### src/rtl/cache_pkg.sv
// Shared types and helpers for the set-associative data cache.
//   fsm_state_t - miss-handling state machine encoding
//   set_of()    - set index of a byte address
//   tag_of()    - tag of a byte address
// Addresses are handled as 32-bit values; callers truncate to their widths.
package cache_pkg;

  localparam int unsigned BYTE_OFFSET = 2;

  typedef enum logic [1:0] {IDLE, FILL, RESPOND} fsm_state_t;

  function automatic logic [31:0] set_of(logic [31:0] addr, int unsigned set_w);
    return (addr >> BYTE_OFFSET) & ((32'd1 << set_w) - 32'd1);
  endfunction

  function automatic logic [31:0] tag_of(logic [31:0] addr, int unsigned set_w);
    return addr >> (BYTE_OFFSET + set_w);
  endfunction

endpackage

### src/rtl/cache_assoc_if.sv
// Pipeline-side request bus and data-memory fill handshake of the cache.
//   slave  - cache view: takes MemRead/WE/A/WD and fill data, drives RD/hit/stall/fill request
//   master - pipeline/memory view of the same signals
interface cache_assoc_if #(
  parameter int unsigned ADDRESS_WIDTH = 17,
  parameter int unsigned DATA_WIDTH    = 32
);
  logic                     MemRead;
  logic [3:0]               WE;
  logic [ADDRESS_WIDTH-1:0] A;
  logic [DATA_WIDTH-1:0]    WD;
  logic [DATA_WIDTH-1:0]    RD;
  logic                     hit_o;
  logic                     stall_o;
  logic                     mem_req_o;
  logic [ADDRESS_WIDTH-1:0] mem_addr_o;
  logic [DATA_WIDTH-1:0]    mem_rdata_i;
  logic                     mem_valid_i;

  modport slave (
    input  MemRead, WE, A, WD, mem_rdata_i, mem_valid_i,
    output RD, hit_o, stall_o, mem_req_o, mem_addr_o
  );

  modport master (
    output MemRead, WE, A, WD, mem_rdata_i, mem_valid_i,
    input  RD, hit_o, stall_o, mem_req_o, mem_addr_o
  );
endinterface

### src/rtl/cache_way.sv
// One way of the cache: valid/tag/data arrays, tag compare and byte-merge write.
//   clk, rst        - clock, async active-high reset (clears valid bits only)
//   rd_set, rd_tag  - combinational lookup; hit/valid/rdata reflect rd_set
//   wr_en, wr_set   - write strobe and target set
//   wr_fill         - line fill: also writes tag and sets valid
//   wr_be, wr_data  - byte enables and data merged into the line
module cache_way
  import cache_pkg::*;
#(
  parameter int unsigned TAG_WIDTH         = 12,
  parameter int unsigned SET_ADDRESS_WIDTH = 3,
  parameter int unsigned DATA_WIDTH        = 32
) (
  input  logic                         clk,
  input  logic                         rst,
  input  logic [SET_ADDRESS_WIDTH-1:0] rd_set,
  input  logic [TAG_WIDTH-1:0]         rd_tag,
  output logic                         hit,
  output logic                         valid,
  output logic [DATA_WIDTH-1:0]        rdata,
  input  logic                         wr_en,
  input  logic                         wr_fill,
  input  logic [SET_ADDRESS_WIDTH-1:0] wr_set,
  input  logic [TAG_WIDTH-1:0]         wr_tag,
  input  logic [3:0]                   wr_be,
  input  logic [DATA_WIDTH-1:0]        wr_data
);
  localparam int unsigned SETS = 1 << SET_ADDRESS_WIDTH;

  logic [SETS-1:0]       valid_q;
  logic [TAG_WIDTH-1:0]  tag_q  [SETS];
  logic [DATA_WIDTH-1:0] data_q [SETS];

  assign valid = valid_q[rd_set];
  assign hit   = valid && (tag_q[rd_set] == rd_tag);
  assign rdata = data_q[rd_set];

  always_ff @(posedge clk or posedge rst) begin
    if (rst) begin
      valid_q <= '0;
    end else if (wr_en && wr_fill) begin
      valid_q[wr_set] <= 1'b1;
    end
  end

  // Tag and data arrays carry no reset; valid bits guard them.
  always_ff @(posedge clk) begin
    if (wr_en) begin
      if (wr_fill) tag_q[wr_set] <= wr_tag;
      for (int b = 0; b < 4; b++) begin
        if (wr_be[b]) data_q[wr_set][8*b +: 8] <= wr_data[8*b +: 8];
      end
    end
  end

endmodule

### src/rtl/cache_assoc.sv
// Set-associative, write-through, no-write-allocate data cache with LRU replacement.
//   CLK, RST                  - clock, async active-high reset
//   bus                       - request bus and fill handshake (cache_assoc_if.slave)
//   hit_count_o, miss_count_o - saturating counters: read+write hits, read misses
// Lookup is combinational in IDLE; a read miss stalls, fetches one word (FILL), fills the
// victim way, then presents the word for one RESPOND cycle.
module cache_assoc
  import cache_pkg::*;
#(
  parameter int unsigned ADDRESS_WIDTH     = 17,
  parameter int unsigned DATA_WIDTH        = 32,
  parameter int unsigned SET_ADDRESS_WIDTH = 3,
  parameter int unsigned WAYS              = 2,
  parameter int unsigned COUNT_WIDTH       = 32
) (
  input  logic                   CLK,
  input  logic                   RST,
  cache_assoc_if.slave           bus,
  output logic [COUNT_WIDTH-1:0] hit_count_o,
  output logic [COUNT_WIDTH-1:0] miss_count_o
);
  localparam int unsigned TAG_WIDTH = ADDRESS_WIDTH - SET_ADDRESS_WIDTH - BYTE_OFFSET;
  localparam int unsigned SETS      = 1 << SET_ADDRESS_WIDTH;

  fsm_state_t                   state_q;
  logic [TAG_WIDTH-1:0]         tag, tag_q;
  logic [SET_ADDRESS_WIDTH-1:0] set, set_q, wr_set;
  logic                         victim, victim_q, hit_way;
  logic [SETS-1:0]              lru_q;
  logic [DATA_WIDTH-1:0]        resp_q, hit_data, wr_data;
  logic [3:0]                   wr_be;
  logic                         mem_req_q;
  logic [ADDRESS_WIDTH-1:0]     mem_addr_q;
  logic [COUNT_WIDTH-1:0]       hit_cnt_q, miss_cnt_q;
  logic [WAYS-1:0]              way_hit, way_valid, way_wr;
  logic [DATA_WIDTH-1:0]        way_rdata [WAYS];
  logic                         idle, any_hit, is_write, rd_hit, wr_hit, rd_miss, fill_done;

  assign tag = TAG_WIDTH'(tag_of(32'(bus.A), SET_ADDRESS_WIDTH));
  assign set = SET_ADDRESS_WIDTH'(set_of(32'(bus.A), SET_ADDRESS_WIDTH));

  assign idle      = (state_q == IDLE);
  assign any_hit   = |way_hit;
  assign is_write  = |bus.WE;  // writes take priority over MemRead
  assign rd_hit    = idle && bus.MemRead && !is_write && any_hit;
  assign rd_miss   = idle && bus.MemRead && !is_write && !any_hit;
  assign wr_hit    = idle && is_write && any_hit;
  assign fill_done = (state_q == FILL) && bus.mem_valid_i;

  // The fill writes the latched set; a write hit writes the live request set.
  assign wr_set  = fill_done ? set_q : set;
  assign wr_be   = fill_done ? 4'hF : bus.WE;
  assign wr_data = fill_done ? bus.mem_rdata_i : bus.WD;

  always_comb begin
    hit_way  = 1'b0;
    hit_data = '0;
    for (int w = 0; w < int'(WAYS); w++) begin
      if (way_hit[w]) begin
        hit_way  = 1'(w);
        hit_data = way_rdata[w];
      end
    end
  end

  // Invalid ways are filled before the LRU way is evicted.
  if (WAYS == 1) begin : g_dm
    assign victim = 1'b0;
  end else begin : g_two_way
    assign victim = !way_valid[0] ? 1'b0 : !way_valid[1] ? 1'b1 : lru_q[set];
  end

  for (genvar w = 0; w < int'(WAYS); w++) begin : g_way
    assign way_wr[w] = (wr_hit && way_hit[w]) || (fill_done && (victim_q == 1'(w)));

    cache_way #(
      .TAG_WIDTH        (TAG_WIDTH),
      .SET_ADDRESS_WIDTH(SET_ADDRESS_WIDTH),
      .DATA_WIDTH       (DATA_WIDTH)
    ) u_way (
      .clk    (CLK),
      .rst    (RST),
      .rd_set (set),
      .rd_tag (tag),
      .hit    (way_hit[w]),
      .valid  (way_valid[w]),
      .rdata  (way_rdata[w]),
      .wr_en  (way_wr[w]),
      .wr_fill(fill_done),
      .wr_set (wr_set),
      .wr_tag (tag_q),
      .wr_be  (wr_be),
      .wr_data(wr_data)
    );
  end

  always_ff @(posedge CLK or posedge RST) begin
    if (RST) begin
      state_q    <= IDLE;
      lru_q      <= '0;
      tag_q      <= '0;
      set_q      <= '0;
      victim_q   <= 1'b0;
      resp_q     <= '0;
      mem_req_q  <= 1'b0;
      mem_addr_q <= '0;
      hit_cnt_q  <= '0;
      miss_cnt_q <= '0;
    end else begin
      case (state_q)
        IDLE: begin
          if (rd_hit || wr_hit) begin
            lru_q[set] <= !hit_way;
            if (hit_cnt_q != '1) hit_cnt_q <= hit_cnt_q + 1'b1;
          end else if (rd_miss) begin
            tag_q      <= tag;
            set_q      <= set;
            victim_q   <= victim;
            mem_req_q  <= 1'b1;
            mem_addr_q <= {tag, set, 2'b00};
            if (miss_cnt_q != '1) miss_cnt_q <= miss_cnt_q + 1'b1;
            state_q    <= FILL;
          end
        end
        FILL: begin
          if (bus.mem_valid_i) begin
            lru_q[set_q] <= !victim_q;
            resp_q       <= bus.mem_rdata_i;
            mem_req_q    <= 1'b0;
            state_q      <= RESPOND;
          end
        end
        RESPOND: state_q <= IDLE;
        default: state_q <= IDLE;
      endcase
    end
  end

  // Combinational outputs are forced quiet while RST is held.
  assign bus.hit_o      = !RST && idle && any_hit;
  assign bus.stall_o    = !RST && (rd_miss || (state_q == FILL));
  assign bus.RD         = RST                    ? '0 :
                          (idle && any_hit)      ? hit_data :
                          (state_q == RESPOND)   ? resp_q : '0;
  assign bus.mem_req_o  = mem_req_q;
  assign bus.mem_addr_o = mem_addr_q;
  assign hit_count_o    = hit_cnt_q;
  assign miss_count_o   = miss_cnt_q;

endmodule

### src/flat_wrapper.sv
// flat-port wrapper written by rule: the top's interface ports become plain ports
module cache_assoc_flat import cache_pkg::*;
#(
  parameter int unsigned ADDRESS_WIDTH     = 17,
  parameter int unsigned DATA_WIDTH        = 32,
  parameter int unsigned SET_ADDRESS_WIDTH = 3,
  parameter int unsigned WAYS              = 2,
  parameter int unsigned COUNT_WIDTH       = 32
)
  (CLK, RST, hit_count_o, miss_count_o, bus_MemRead, bus_WE, bus_A, bus_WD, bus_mem_rdata_i, bus_mem_valid_i, bus_RD, bus_hit_o, bus_stall_o, bus_mem_req_o, bus_mem_addr_o);
  cache_assoc_if #(.ADDRESS_WIDTH(ADDRESS_WIDTH), .DATA_WIDTH(DATA_WIDTH)) bus_i ();
  input  logic CLK;
  input  logic RST;
  output logic [COUNT_WIDTH-1:0] hit_count_o;
  output logic [COUNT_WIDTH-1:0] miss_count_o;
  input wire logic [$bits(bus_i.MemRead)-1:0] bus_MemRead;
  input wire logic [$bits(bus_i.WE)-1:0] bus_WE;
  input wire logic [$bits(bus_i.A)-1:0] bus_A;
  input wire logic [$bits(bus_i.WD)-1:0] bus_WD;
  input wire logic [$bits(bus_i.mem_rdata_i)-1:0] bus_mem_rdata_i;
  input wire logic [$bits(bus_i.mem_valid_i)-1:0] bus_mem_valid_i;
  output wire logic [$bits(bus_i.RD)-1:0] bus_RD;
  output wire logic [$bits(bus_i.hit_o)-1:0] bus_hit_o;
  output wire logic [$bits(bus_i.stall_o)-1:0] bus_stall_o;
  output wire logic [$bits(bus_i.mem_req_o)-1:0] bus_mem_req_o;
  output wire logic [$bits(bus_i.mem_addr_o)-1:0] bus_mem_addr_o;
  assign bus_i.MemRead = bus_MemRead;
  assign bus_i.WE = bus_WE;
  assign bus_i.A = bus_A;
  assign bus_i.WD = bus_WD;
  assign bus_i.mem_rdata_i = bus_mem_rdata_i;
  assign bus_i.mem_valid_i = bus_mem_valid_i;
  assign bus_RD = bus_i.RD;
  assign bus_hit_o = bus_i.hit_o;
  assign bus_stall_o = bus_i.stall_o;
  assign bus_mem_req_o = bus_i.mem_req_o;
  assign bus_mem_addr_o = bus_i.mem_addr_o;
  cache_assoc #(.ADDRESS_WIDTH(ADDRESS_WIDTH), .DATA_WIDTH(DATA_WIDTH), .SET_ADDRESS_WIDTH(SET_ADDRESS_WIDTH), .WAYS(WAYS), .COUNT_WIDTH(COUNT_WIDTH)) u_core (.CLK(CLK), .RST(RST), .bus(bus_i), .hit_count_o(hit_count_o), .miss_count_o(miss_count_o));
endmodule
### config.mk
export PLATFORM = sky130hd
export DESIGN_NAME = cache_assoc_flat
export DESIGN_NICKNAME = d
export VERILOG_FILES = /design/src/rtl/cache_pkg.sv /design/src/rtl/cache_assoc_if.sv /design/src/rtl/cache_way.sv /design/src/rtl/cache_assoc.sv /design/src/flat_wrapper.sv
export SDC_FILE = /design/constraint.sdc
export NUM_CORES = 1
export LEC_CHECK = 0
export BUFFER_PORTS_ARGS = -buffer_cell sky130_fd_sc_hd__buf_2
export CAP_MARGIN = 15
export CORE_MARGIN = 5
export CORE_UTILIZATION = 55
export CTS_CLUSTER_DIAMETER = 30
export DETAILED_ROUTE_END_ITERATION = 16
export GPL_TIMING_DRIVEN = 1
export HOLD_SLACK_MARGIN = 0.02
export PLACE_DENSITY = 0.73
export SLEW_MARGIN = 5
export SYNTH_ARGS = -nofsm -noshare
export SYNTH_HDL_FRONTEND = slang
export SYNTH_HIERARCHICAL = 1
export SYNTH_SLANG_ARGS = --single-unit
### constraint.sdc
create_clock -name CLK -period 4.1 [get_ports CLK]
set_input_delay 0.615 -clock CLK [delete_from_list [all_inputs] [get_ports CLK]]
set_output_delay 0.615 -clock CLK [all_outputs]
set_load 0.005 [all_outputs]
==> Word-level counts from Yosys, hierarchy flattened <==
Memories as Yosys holds them, arrays and structs flattened.
Index checks and enable logic that the tools add are counted.
{ "classes": {"addsub": 2, "n_eq_ne": 10, "mux": 61, "n_reduce_logical": 42, "n_bitwise": 4, "n_lt_le_gt_ge": 6} }
{ "ops": {"columns": ["operator", "n"], "rows": [
  ["$mux 32", 6],
  ["$add 32x1->32 const B", 2],
  ["$ne 32x32->1 const B", 2],
  ["$mux 1", 37],
  ["$eq 12x12->1", 2],
  ["$logic_and 1x1->1", 22],
  ["$bwmux 8", 2],
  ["$mux 8", 2],
  ["$or 8x8->8", 2],
  ["$pmux 8 s2", 1],
  ["$lt 3x4->1 const B", 3],
  ["$reduce_and 3->1", 4],
  ["$bmux 1 s3", 3],
  ["$demux 1 s3", 3],
  ["$ge 3x1->1 const B", 3],
  ["$ne 2x2->1 const B", 4],
  ["$reduce_and 4->1", 2],
  ["$mux 2", 3],
  ["$logic_not 1->1", 5],
  ["$logic_or 1x1->1", 4],
  ["$mux 4", 1],
  ["$pmux 2 s2", 1],
  ["$reduce_or 4->1", 1],
  ["$mux 3", 1],
  ["other kinds (8)", 9]
]} }
{ "word_totals": {"word_cells": 141, "output_inout_bits": 116, "n_memories": 4, "ram_bits": 704, "in_bits": 89, "register_bits": 154} }
{ "memory_table": {"columns": ["name", "depth", "width", "read_ports", "rd_clocked_by_memory_dff", "wr", "line_no", "text"], "rows": [
  ["u_core.g_way[0].u_way.data_q", 8, 32, 1, 0, 1, "cache_way.sv:32", "logic [DATA_WIDTH-1:0] data_q [SETS];"],
  ["u_core.g_way[1].u_way.data_q", 8, 32, 1, 0, 1, "cache_way.sv:32", null],
  ["u_core.g_way[0].u_way.tag_q", 8, 12, 1, 0, 1, "cache_way.sv:31", "logic [TAG_WIDTH-1:0] tag_q [SETS];"],
  ["u_core.g_way[1].u_way.tag_q", 8, 12, 1, 0, 1, "cache_way.sv:31", null]
]} }

==> Longest topological paths before layout <==
Gate-level depths: netlist (run 1).
{ "depth": {"depth_word": 9, "ltp_mapped": 15} }

==> Hierarchy <==
Netlist (run 1), hierarchy kept.
{ "by_module_without_submodules": {"columns": ["mod", "cells_each", "area_per_inst_um2", "instances", "seq_area_each_um2"], "rows": [
  ["cache_way at u_core.g_way[0].u_way", 616, 13952.1, 1, 10770.3],
  ["cache_way at u_core.g_way[1].u_way", 620, 13934.6, 1, 10770.3],
  ["cache_assoc", 795, 6746.5, 1, 3078.0]
]} }

==> Worst setup path before layout (run 1) <==
OpenSTA, ideal clock, no wires.
{ "synth_timing": {"path_kind": "input to register", "from": "input bus_A[4]", "to": "memory u_core.g_way[1].u_way.tag_q[7][0] (enable)", "required_ns": 3.719, "arrival_time_ns": 3.882, "n_path_buf": 4, "slack_ns": -0.163, "stages": 13, "path_cell_list": "buf_4 -> clkbuf_1 -> mux4_2 -> mux2i_1 -> xor2_1 -> nand4_1 -> nor3_2 -> clkbuf_1 -> buf_1 -> nand3b_1 -> a21oi_1 -> nand2_1 -> nor2_1"} }
{ "synth_via": {"elab_chain_len": 9} }
{ "synth_rtl": {"columns": ["item", "line_no", "text"], "rows": [
  ["from (decl)", "flat_wrapper.sv:18", "input wire logic [$bits(bus_i.A)-1:0] bus_A;"],
  ["$mem_v2 8x12 / $bmux 1 s3 (equally long branches)", null, null],
  ["$eq 12x12->1 / $mux 1 (equally long branches)", "cache_way.sv:35, cache_way.sv:34", null],
  ["$logic_and 1x1->1", "cache_way.sv:35", "assign hit = valid && (tag_q[rd_set] == rd_tag);"],
  ["$reduce_or 2->1", "cache_assoc.sv:43", "assign any_hit = |way_hit;"],
  ["$logic_and 1x1->1", "cache_assoc.sv:47", "assign wr_hit = idle && is_write && any_hit;"],
  ["$logic_and 1x1->1 *", "cache_assoc.sv:74", "assign way_wr[w] = (wr_hit && way_hit[w]) || (fill_done && (victim_q == 1'(w)));"],
  ["$logic_or 1x1->1 *", "cache_assoc.sv:74", null],
  ["via u_core.way_wr[1]", "cache_assoc.sv:35", "logic [WAYS-1:0] way_hit, way_valid, way_wr;"],
  ["$mux 1 *", "cache_way.sv:48", "if (wr_en) begin"],
  ["$mux 1 (not written as such) *", "cache_way.sv:49", "if (wr_fill) tag_q[wr_set] <= wr_tag;"],
  ["to (decl)", "cache_way.sv:31", null]
]} }
The timed path passes the listed nets; every way through them passes the cells marked *. The select of a mux whose other input is x is not followed.

==> Worst setup path in the final report (run 1) <==
{ "layout_timing": {"from": "memory u_core.g_way[1].u_way.tag_q[0][3]", "to": "output bus_RD[30]"} }
{ "layout_via": {"elab_chain_len": 7} }
{ "layout_rtl": {"columns": ["item", "line_no", "text"], "rows": [
  ["$mem_v2 8x12 *", null, null],
  ["$eq 12x12->1 *", "cache_way.sv:35", null],
  ["$logic_and 1x1->1 *", "cache_way.sv:35", null],
  ["$reduce_or 2->1", "cache_assoc.sv:43", null],
  ["$logic_and 1x1->1", "cache_assoc.sv:143", "(idle && any_hit) ? hit_data :"],
  ["$mux 32 *", "cache_assoc.sv:143", null],
  ["$mux 32 *", "cache_assoc.sv:142", "assign bus.RD = RST ? '0 :"],
  ["to (decl)", "flat_wrapper.sv:22", "output wire logic [$bits(bus_i.RD)-1:0] bus_RD;"]
]} }
Mark *: on every way between the ends. The rest lies on a longest branch, timed or not.

==> results of run 1 <==
kinds of logic (layout without fill, tap and decap cells):
group | count (synthesis) | after routing | share of synthesized area, %
xor+xnor | 83 | 83 | 2.10
fa+ha+maj | 2 | 2 | 0.0722
buf+inv | 101 | 616 | 1.59
flops | 843 | 843 | 71.1
other cells | 1 | 5 | 0.0108
simple gates | 586 | 586 | 7.85
mux | 286 | 286 | 14.7
compound gates | 129 | 129 | 2.62
power by group:
group / switching, mW / total, mW / internal, mW
logic: 0.595 / 1.02 / 0.422
clock network: 4.22 / 12.3 / 8.08
registers: 0.226 / 9.83 / 9.61
total: 5.04 / 23.1 / 18.1
Yosys cell counts (13+ instances only):
cell type	instances
sky130_fd_sc_hd__nor2_1	104
sky130_fd_sc_hd__or2_2	20
sky130_fd_sc_hd__and3_1	19
sky130_fd_sc_hd__nor3_1	15
sky130_fd_sc_hd__nand2b_1	13
sky130_fd_sc_hd__o21ai_0	34
sky130_fd_sc_hd__xnor2_1	53
sky130_fd_sc_hd__dfrtp_1	139
sky130_fd_sc_hd__buf_6	13
sky130_fd_sc_hd__xor2_1	30
sky130_fd_sc_hd__mux2_2	82
sky130_fd_sc_hd__clkbuf_1	40
sky130_fd_sc_hd__nand4_1	23
sky130_fd_sc_hd__a21oi_1	14
sky130_fd_sc_hd__mux4_1	13
sky130_fd_sc_hd__mux4_2	152
sky130_fd_sc_hd__edfxtp_1	704
sky130_fd_sc_hd__mux2i_1	38
sky130_fd_sc_hd__buf_2	18
sky130_fd_sc_hd__a22oi_1	32
sky130_fd_sc_hd__nand3_1	40
sky130_fd_sc_hd__nand2_1	298
per-stage QoR:
stage | util (%) | hold WS, ns
after floorplan | - | 0.431
after global placement | 59.9 | 0.445
after detailed placement | 59.9 | 0.451
after CTS | 68.1 | 0.0636
after global routing | 68.2 | 0.0760
final | 68.2 | 0.100
registers in the layout (all words and copies together) (netlist names):
signal	cells
u_core/hit_count_o	32
u_core/victim_q	1
u_core/resp_q	32
u_core/tag_q	12
u_core/lru_q	8
u_core/miss_count_o	32
u_core/bus.mem_req_o	1
u_core/set_q	2
u_core/bus.mem_addr_o	1
u_core/state_q	2
u_core/g_way.u_way/valid_q	16
u_core/g_way.u_way/data_q	512
u_core/g_way.u_way/tag_q	192
repair_timing:
action | in CTS | in global routing
endpoints found under the hold margin | 16 | 0
setup endpoints to repair | 34 | 34
pin swaps | 4 | 3
resized for setup | 20 | 23
hold buffers | 1 | 0
buffers inserted | 0 | 2
per-layer routing:
metal | GRT usage [%] | up-vias
met5 | 0 | -
met4 | 8.25 | 6
met3 | 7.39 | 174
met2 | 38.9 | 958
met1 | 32.7 | 10336
li1 | - | 8743
worst paths after layout:
| path | start | endpoint | slack (ns) |
|---|---|---|---|
| setup / recovery | u_core/g_way[1].u_way/tag_q[0][3] | bus_RD[30] | -0.22 |
| hold / removal | bus_mem_rdata_i[24] | u_core/resp_q[24] | 0.10 |
| setup reg to reg | u_core/g_way[1].u_way/tag_q[0][3] | u_core/g_way[1].u_way/tag_q[7][6] | 0.40 |
| hold reg to reg | u_core/g_way[1].u_way/valid_q[4] | u_core/g_way[1].u_way/valid_q[4] | 0.46 |
| max in group asynchronous | RST | u_core/hit_count_o[3] | 2.23 |
| min in group asynchronous | RST | u_core/g_way[0].u_way/valid_q[0] | 0.56 |
worst reg2reg max path, cell delays in order, from the launching register on:
cell and delay (ns):
sky130_fd_sc_hd__edfxtp_1 0.39, sky130_fd_sc_hd__mux4_2 0.51, sky130_fd_sc_hd__mux2i_4 0.21, sky130_fd_sc_hd__xor2_1 0.21, sky130_fd_sc_hd__nand4_1 0.24, sky130_fd_sc_hd__nor3_4 0.28
sky130_fd_sc_hd__buf_4 0.23, sky130_fd_sc_hd__buf_12 0.21, sky130_fd_sc_hd__nand3b_1 0.10, sky130_fd_sc_hd__a21oi_1 0.15, sky130_fd_sc_hd__buf_4 0.16, sky130_fd_sc_hd__nand2_1 0.16
sky130_fd_sc_hd__nor2_1 0.28, sky130_fd_sc_hd__buf_4 0.25
layout make-up:
type	instances	area (µm²)	area share, %
Sequential cell	843	24600	57.5
Multi-Input combinational cell	1088	9570	22.4
Inverter	9	38.8	0.0907
Tap cell	846	1060	2.47
Timing Repair Buffer	345	2420	5.65
Antenna cell	3	7.51	0.0175
Clock inverter	103	1380	3.23
Clock buffer	159	3690	8.62
==> Flow_metrics.wiki, run 1 <==
{| class="wikitable"
! Metric !! Value
|-
| Time the worst path needs with I/O delays and setup || 4.32 ns
|-
| Power, Total || 23.1 mW
|-
| Wire per inst || 24.3 µm
|-
| Most common flop cell mapped by yosys || sky130_fd_sc_hd__edfxtp_1
|-
| Pre-Repair DR Iteration Count || 5
|-
| Arrival time of the worst setup path || 3.71 ns
|-
| Number of fill cells || 3903
|-
| Number of global-route vias before repair || 20889
|-
| Initial antenna violation count || 6
|-
| Cell count along the critical path || 10
|-
| Overall routed net length || 82600 µm
|-
| DR vias || 20217
|-
| Top Metal Used || met5
|-
| Critical path launch point type || flip-flop
|-
| Area contributors post-synth || sky130_fd_sc_hd__edfxtp_1 (61%), sky130_fd_sc_hd__dfrtp_1 (10%), sky130_fd_sc_hd__mux4_2 (9.9%)
|-
| Chip width || 261 µm
|-
| Top cell type by total area after synthesis || sky130_fd_sc_hd__edfxtp_1
|-
| Relative area change from synthesis to final layout || 23.5%
|-
| Post-route setup TNS || -4.98 ns
|-
| Clock tree from TritonCTS || yes
|-
| Detail Route met2 WL || 40500 µm
|-
| Family with the most delay on the worst path || simple AND/OR/NAND/NOR gates
|-
| Detailed router's first-iteration violation count || 2022
|-
| Number of buffers on the longest clock path || 3
|-
| Slew at the pin closest to its max-slew limit || 1.03 ns
|-
| Fin. max-slew vios || 0
|-
| Class of the most critical hold timing path || primary input to flip-flop
|-
| Number of port buffers || 200
|-
| Final #Nets || 2520
|-
| Routability congestion estimate from global placement || 0.843
|-
| HPWL after detailed placement || 50300 µm
|-
| Post-synth EDFFs || 704
|-
| Syn Inst Count || 2031
|-
| Via density per instance || 5.95
|-
| Commonest non-fill, non-tap cell in the layout || sky130_fd_sc_hd__edfxtp_1
|-
| Most used cells in the layout excluding fill and tap cells || sky130_fd_sc_hd__edfxtp_1 (704), sky130_fd_sc_hd__nand2_1 (297), sky130_fd_sc_hd__buf_2 (197), sky130_fd_sc_hd__mux4_2 (155), sky130_fd_sc_hd__clkbuf_16 (143)
|-
| Synth cell types || 67
|-
| I/O pin count || 205
|-
| FF-to-FF path depth || 13
|-
| Cell chosen for the clock root || sky130_fd_sc_hd__clkbuf_16
|-
| H-Tree Level Count || 4
|-
| Maximum achievable frequency || 0.231 GHz
|-
| Starting utilization of the core area || 55.2%
|-
| WS Path Type || flip-flop to output port
|-
| Grt total ovfl || 0
|-
| Worst supply voltage drop on vdd || 0.401 mV
|-
| Setup repair after global routing missed its margin || yes
|-
| Layout cell share with drive strength beyond 1 || 34.6%
|-
| Cells traversed along the worst timing path || mux4_2 > mux2i_4 > xor2_1 > nand4_1 > nor3_4 > nor2_2 > or4_4 > buf_8 > o21ai_0 > buf_2
|-
| Non-Filler Instances || 3396
|-
| FF+latch count, synth || 843
|-
| Max Cap Viol || 0
|-
| Clock Sink Count || 843
|-
| Proportion of synthesized flip-flops having asynchronous set or reset || 16.5%
|-
| CTS Buf Count || 142
|-
| Source-to-sink clock delay at the later pin of the worst-skew pair || 0.73 ns
|-
| Violated checks || negative setup slack
|-
| Clk_skew || 0.0319 ns
|-
| WP data required || 3.48 ns
|-
| Average cell area after synthesis || 17.1 µm²
|-
| Share of the clock period used by the worst path after layout || 105%
|-
| Number of buffer and inverter instances along the worst setup path || 2
|-
| Number of stages on the worst hold path || 3
|-
| Total die area || 68100 µm²
|-
| Final number of setup-violating endpoints || 33
|-
| First-pass GRT wire length || 125000 µm
|-
| Setup slack after placement || -0.315 ns
|-
| Part of the Yosys area used for sequential elements || 71.1%
|-
| Result of the run || finished with violations
|-
| Cell area after technology mapping || 34600 µm²
|-
| Delay of the slowest cell on the worst path || 0.51 ns
|-
| Final Instance Area || 42800 µm²
|-
| Count of yosys warnings during synthesis || 6
|-
| Smallest setup slack after layout || -0.221 ns
|-
| Routed metal-1 wirelength || 32100 µm
|-
| Length of routed met3 wiring || 7620 µm
|-
| Placed insts || 3128
|-
| GR Util All Layers || 24.4%
|-
| Largest net degree at the start of global routing || 104
|-
| Leakage || 15.9 nW
|-
| Area share of the leading cell type in the synthesized netlist || 61.0%
|-
| Count of final hold-check violations || 0
|-
| Crit path max-delay cell type || sky130_fd_sc_hd__mux4_2
|-
| Core Region || 62700 µm²
|-
| Residual DRC || 0
|-
| Worst setup EP type || output port
|-
| Row cnt || 92
|-
| Final ANT Viol Nets || 0
|-
| Slew margin rel. || 31.0%
|-
| Vertical die dimension || 261 µm
|-
| Maximum fanout encountered on the critical timing path || 5
|-
| Clock slew at the register clock pins of the worst setup and hold paths || 0.05 ns
|-
| Power per standard cell area || 541 nW/µm²
|-
| Cell Area, Placed || 37600 µm²
|}
No activity file was read; power rests on OpenSTA's default activity.
==> run 2, diff against run 1 <==
--- a/config.mk
+++ b/config.mk
@@ -8,12 +8,12 @@
 export BUFFER_PORTS_ARGS = -buffer_cell sky130_fd_sc_hd__buf_2
 export CAP_MARGIN = 15
 export CORE_MARGIN = 5
-export CORE_UTILIZATION = 55
+export CORE_UTILIZATION = 65
 export CTS_CLUSTER_DIAMETER = 30
 export DETAILED_ROUTE_END_ITERATION = 16
 export GPL_TIMING_DRIVEN = 1
 export HOLD_SLACK_MARGIN = 0.02
-export PLACE_DENSITY = 0.73
+export PLACE_DENSITY = 0.81
 export SLEW_MARGIN = 5
 export SYNTH_ARGS = -nofsm -noshare
 export SYNTH_HDL_FRONTEND = slang
==> constraint.sdc (replaced) <==
create_clock -name CLK -period 5.58 [get_ports CLK]
set_input_delay 0.837 -clock CLK [delete_from_list [all_inputs] [get_ports CLK]]
set_output_delay 0.837 -clock CLK [all_outputs]
set_load 0.005 [all_outputs]
==> Flow_metrics.wiki, run 2 (synthesis gave the netlist of run 1 again) <==
{| class="wikitable"
! Metric !! Value
|-
| Share of the clock period used by the worst path after layout || 98.3%
|-
| Busiest grt layer || met2
|-
| Final #Nets || 2476
|-
| Setup repair after global routing missed its margin || no
|-
| Met1 demand-to-capacity share in global routing || 42.3%
|-
| Worst setup EP type || output port
|-
| Largest regs || u_core/g_way.u_way/data_q x512, u_core/g_way.u_way/tag_q x192
|-
| Post-CTS Setup Bufs || 0
|-
| Switching power || 3.76 mW
|-
| Class of the most critical hold timing path || primary input to asynchronous set/reset pin
|-
| Leakage || 15.6 nW
|-
| WP data required || 4.74 ns
|-
| Detailed router's first-iteration violation count || 3035
|-
| Post-route setup TNS || 0 ns
|-
| Number of flip-flops under the largest register name || 512
|-
| Chip width || 241 µm
|-
| Total die area || 58000 µm²
|-
| Initial antenna violation count || 5
|-
| Starting utilization of the core area || 65.8%
|-
| Final number of setup-violating endpoints || 0
|-
| Relative area change from synthesis to final layout || 20.9%
|-
| Largest net degree at the start of global routing || 97
|-
| Clk_skew || 0.0274 ns
|-
| I/O pin count || 205
|-
| Slew margin rel. || 26.2%
|-
| Arrival time of the worst setup path || 4.65 ns
|-
| Overall routed net length || 89700 µm
|-
| Wire per inst || 28.1 µm
|-
| Cell Area, Placed || 36800 µm²
|-
| Power per standard cell area || 410 nW/µm²
|-
| First-pass GRT wire length || 136000 µm
|-
| Worst hold-check slack || 0.178 ns
|-
| Layout cell share with drive strength beyond 1 || 32.8%
|-
| Slew at the pin closest to its max-slew limit || 1.11 ns
|-
| Power, Total || 17.2 mW
|-
| Worst supply voltage drop on vdd || 0.427 mV
|-
| Row cnt || 84
|-
| Via density per instance || 6.56
|-
| Number of fill cells || 2427
|-
| WS Path Type || primary input to output port
|-
| Final ANT Viol Nets || 0
|-
| H-Tree Level Count || 4
|-
| Clock Sink Count || 843
|-
| Hold-fix buffers at CTS || 0
|-
| Final Instance Area || 41900 µm²
|-
| Commonest non-fill, non-tap cell in the layout || sky130_fd_sc_hd__edfxtp_1
|-
| DR vias || 20966
|-
| Clock power frac || 53.5%
|-
| Vertical die dimension || 241 µm
|-
| Count of final hold-check violations || 0
|-
| Maximum fanout encountered on the critical timing path || 39
|-
| Internal Power || 13.4 mW
|-
| Result of the run || finished clean
|-
| HPWL after detailed placement || 48900 µm
|-
| Grt total ovfl || 0
|-
| Number of port buffers || 200
|-
| CTS Buf Count || 144
|-
| Number of global-route vias before repair || 21862
|-
| Number of buffers on the longest clock path || 3
|-
| Clock tree from TritonCTS || yes
|-
| Residual DRC || 0
|-
| Max Cap Viol || 0
|-
| Met3 demand-to-capacity share in global routing || 8.23%
|-
| Switching share of power || 21.9%
|-
| Clock slew at the register clock pins of the worst setup and hold paths || 0.05 ns
|-
| Routability congestion estimate from global placement || 0.860
|-
| Post-CTS resize count || 0
|-
| Share of total power in sequential cells || 42.1%
|-
| Pre-Repair DR Iteration Count || 6
|-
| Fin. max-slew vios || 0
|-
| Most used cells in the layout excluding fill and tap cells || sky130_fd_sc_hd__edfxtp_1 (704), sky130_fd_sc_hd__nand2_1 (297), sky130_fd_sc_hd__buf_2 (197), sky130_fd_sc_hd__clkbuf_16 (154), sky130_fd_sc_hd__mux4_2 (152)
|-
| Critical path launch point type || primary input
|-
| Register with the most flip-flops || u_core/g_way.u_way/data_q
|-
| Time the worst path needs with I/O delays and setup || 5.49 ns
|-
| Maximum achievable frequency || 0.182 GHz
|-
| Core Region || 52700 µm²
|-
| Source-to-sink clock delay at the later pin of the worst-skew pair || 0.72 ns
|-
| Cell chosen for the clock root || sky130_fd_sc_hd__clkbuf_16
|-
| Met2 demand-to-capacity share in global routing || 50.4%
|-
| GR Util All Layers || 31.6%
|-
| Relative contribution of combinational cells to total power || 4.4%
|}
==> run 2: path summary, 6_finish.rpt <==
check                                              startpoint  cells after the start  slack, ns                                  end
min reg2reg                  u_core/g_way[0].u_way/valid_q[3]                      1       0.46     u_core/g_way[0].u_way/valid_q[3]
min                                                       RST                      2       0.18     u_core/g_way[0].u_way/valid_q[6]
max                                                  bus_A[3]                     11       0.09                           bus_RD[31]
max in group asynchronous                                 RST                      3       4.15                    u_core/resp_q[17]
min in group CLK                           bus_mem_rdata_i[7]                      3       0.34                     u_core/resp_q[7]
max reg2reg                u_core/g_way[1].u_way/tag_q[6][10]                     12       1.34  u_core/g_way[1].u_way/data_q[0][14]
==> run 2: power by group through the flow <==
stage | Combinational [mW] | Sequential [mW] | Clock, mW
after global routing | 0.807 | 7.25 | 9.60
after global placement | 0.684 | 7.32 | 0
after detailed placement | 0.713 | 7.34 | 0
after CTS | 0.741 | 7.23 | 9.26
after floorplan | 0.483 | 7.27 | 0
final | 0.749 | 7.23 | 9.18
==> run 2: layout make-up <==
| class | count | area [µm²] | area share [%] |
|---|---|---|---|
| Clock inverter | 91 | 1130 | 2.70 |
| Inverter | 9 | 38.8 | 0.0926 |
| Clock buffer | 173 | 3960 | 9.44 |
| Timing Repair Buffer | 299 | 1770 | 4.23 |
| Sequential cell | 843 | 24600 | 58.8 |
| Multi-Input combinational cell | 1088 | 9490 | 22.7 |
| Antenna cell | 4 | 10.0 | 0.0239 |
| Tap cell | 688 | 861 | 2.06 |
==> run 2: routing by layer <==
metal | up-vias | wire length [µm]
li1 | 8655 | -
met1 | 10513 | 31900
met2 | 1489 | 43900
met3 | 305 | 9900
met4 | 4 | 3930
met5 | - | 22
==> run 2: per-stage QoR <==
stage,utilization (%),instances,setup slack [ns]
CTS,79.5,3191,0.0280
global placement,69.8,2927,0.430
finish,79.5,3195,0.0931
floorplan,-,2032,1.09
detailed placement,69.8,2927,0.432
global route,79.5,3191,0.0126
==> run 2: critical path, stage by stage <==
cell                       delay [ns]
sky130_fd_sc_hd__clkbuf_8        0.35
sky130_fd_sc_hd__buf_4           0.51
sky130_fd_sc_hd__mux4_2          0.59
sky130_fd_sc_hd__mux2_2          0.33
sky130_fd_sc_hd__nand4_1         0.14
sky130_fd_sc_hd__nor3_4          0.09
sky130_fd_sc_hd__nor2b_4         0.82
sky130_fd_sc_hd__a22oi_1         0.27
sky130_fd_sc_hd__o21ai_0         0.35
sky130_fd_sc_hd__buf_4           0.20
sky130_fd_sc_hd__buf_2           0.11
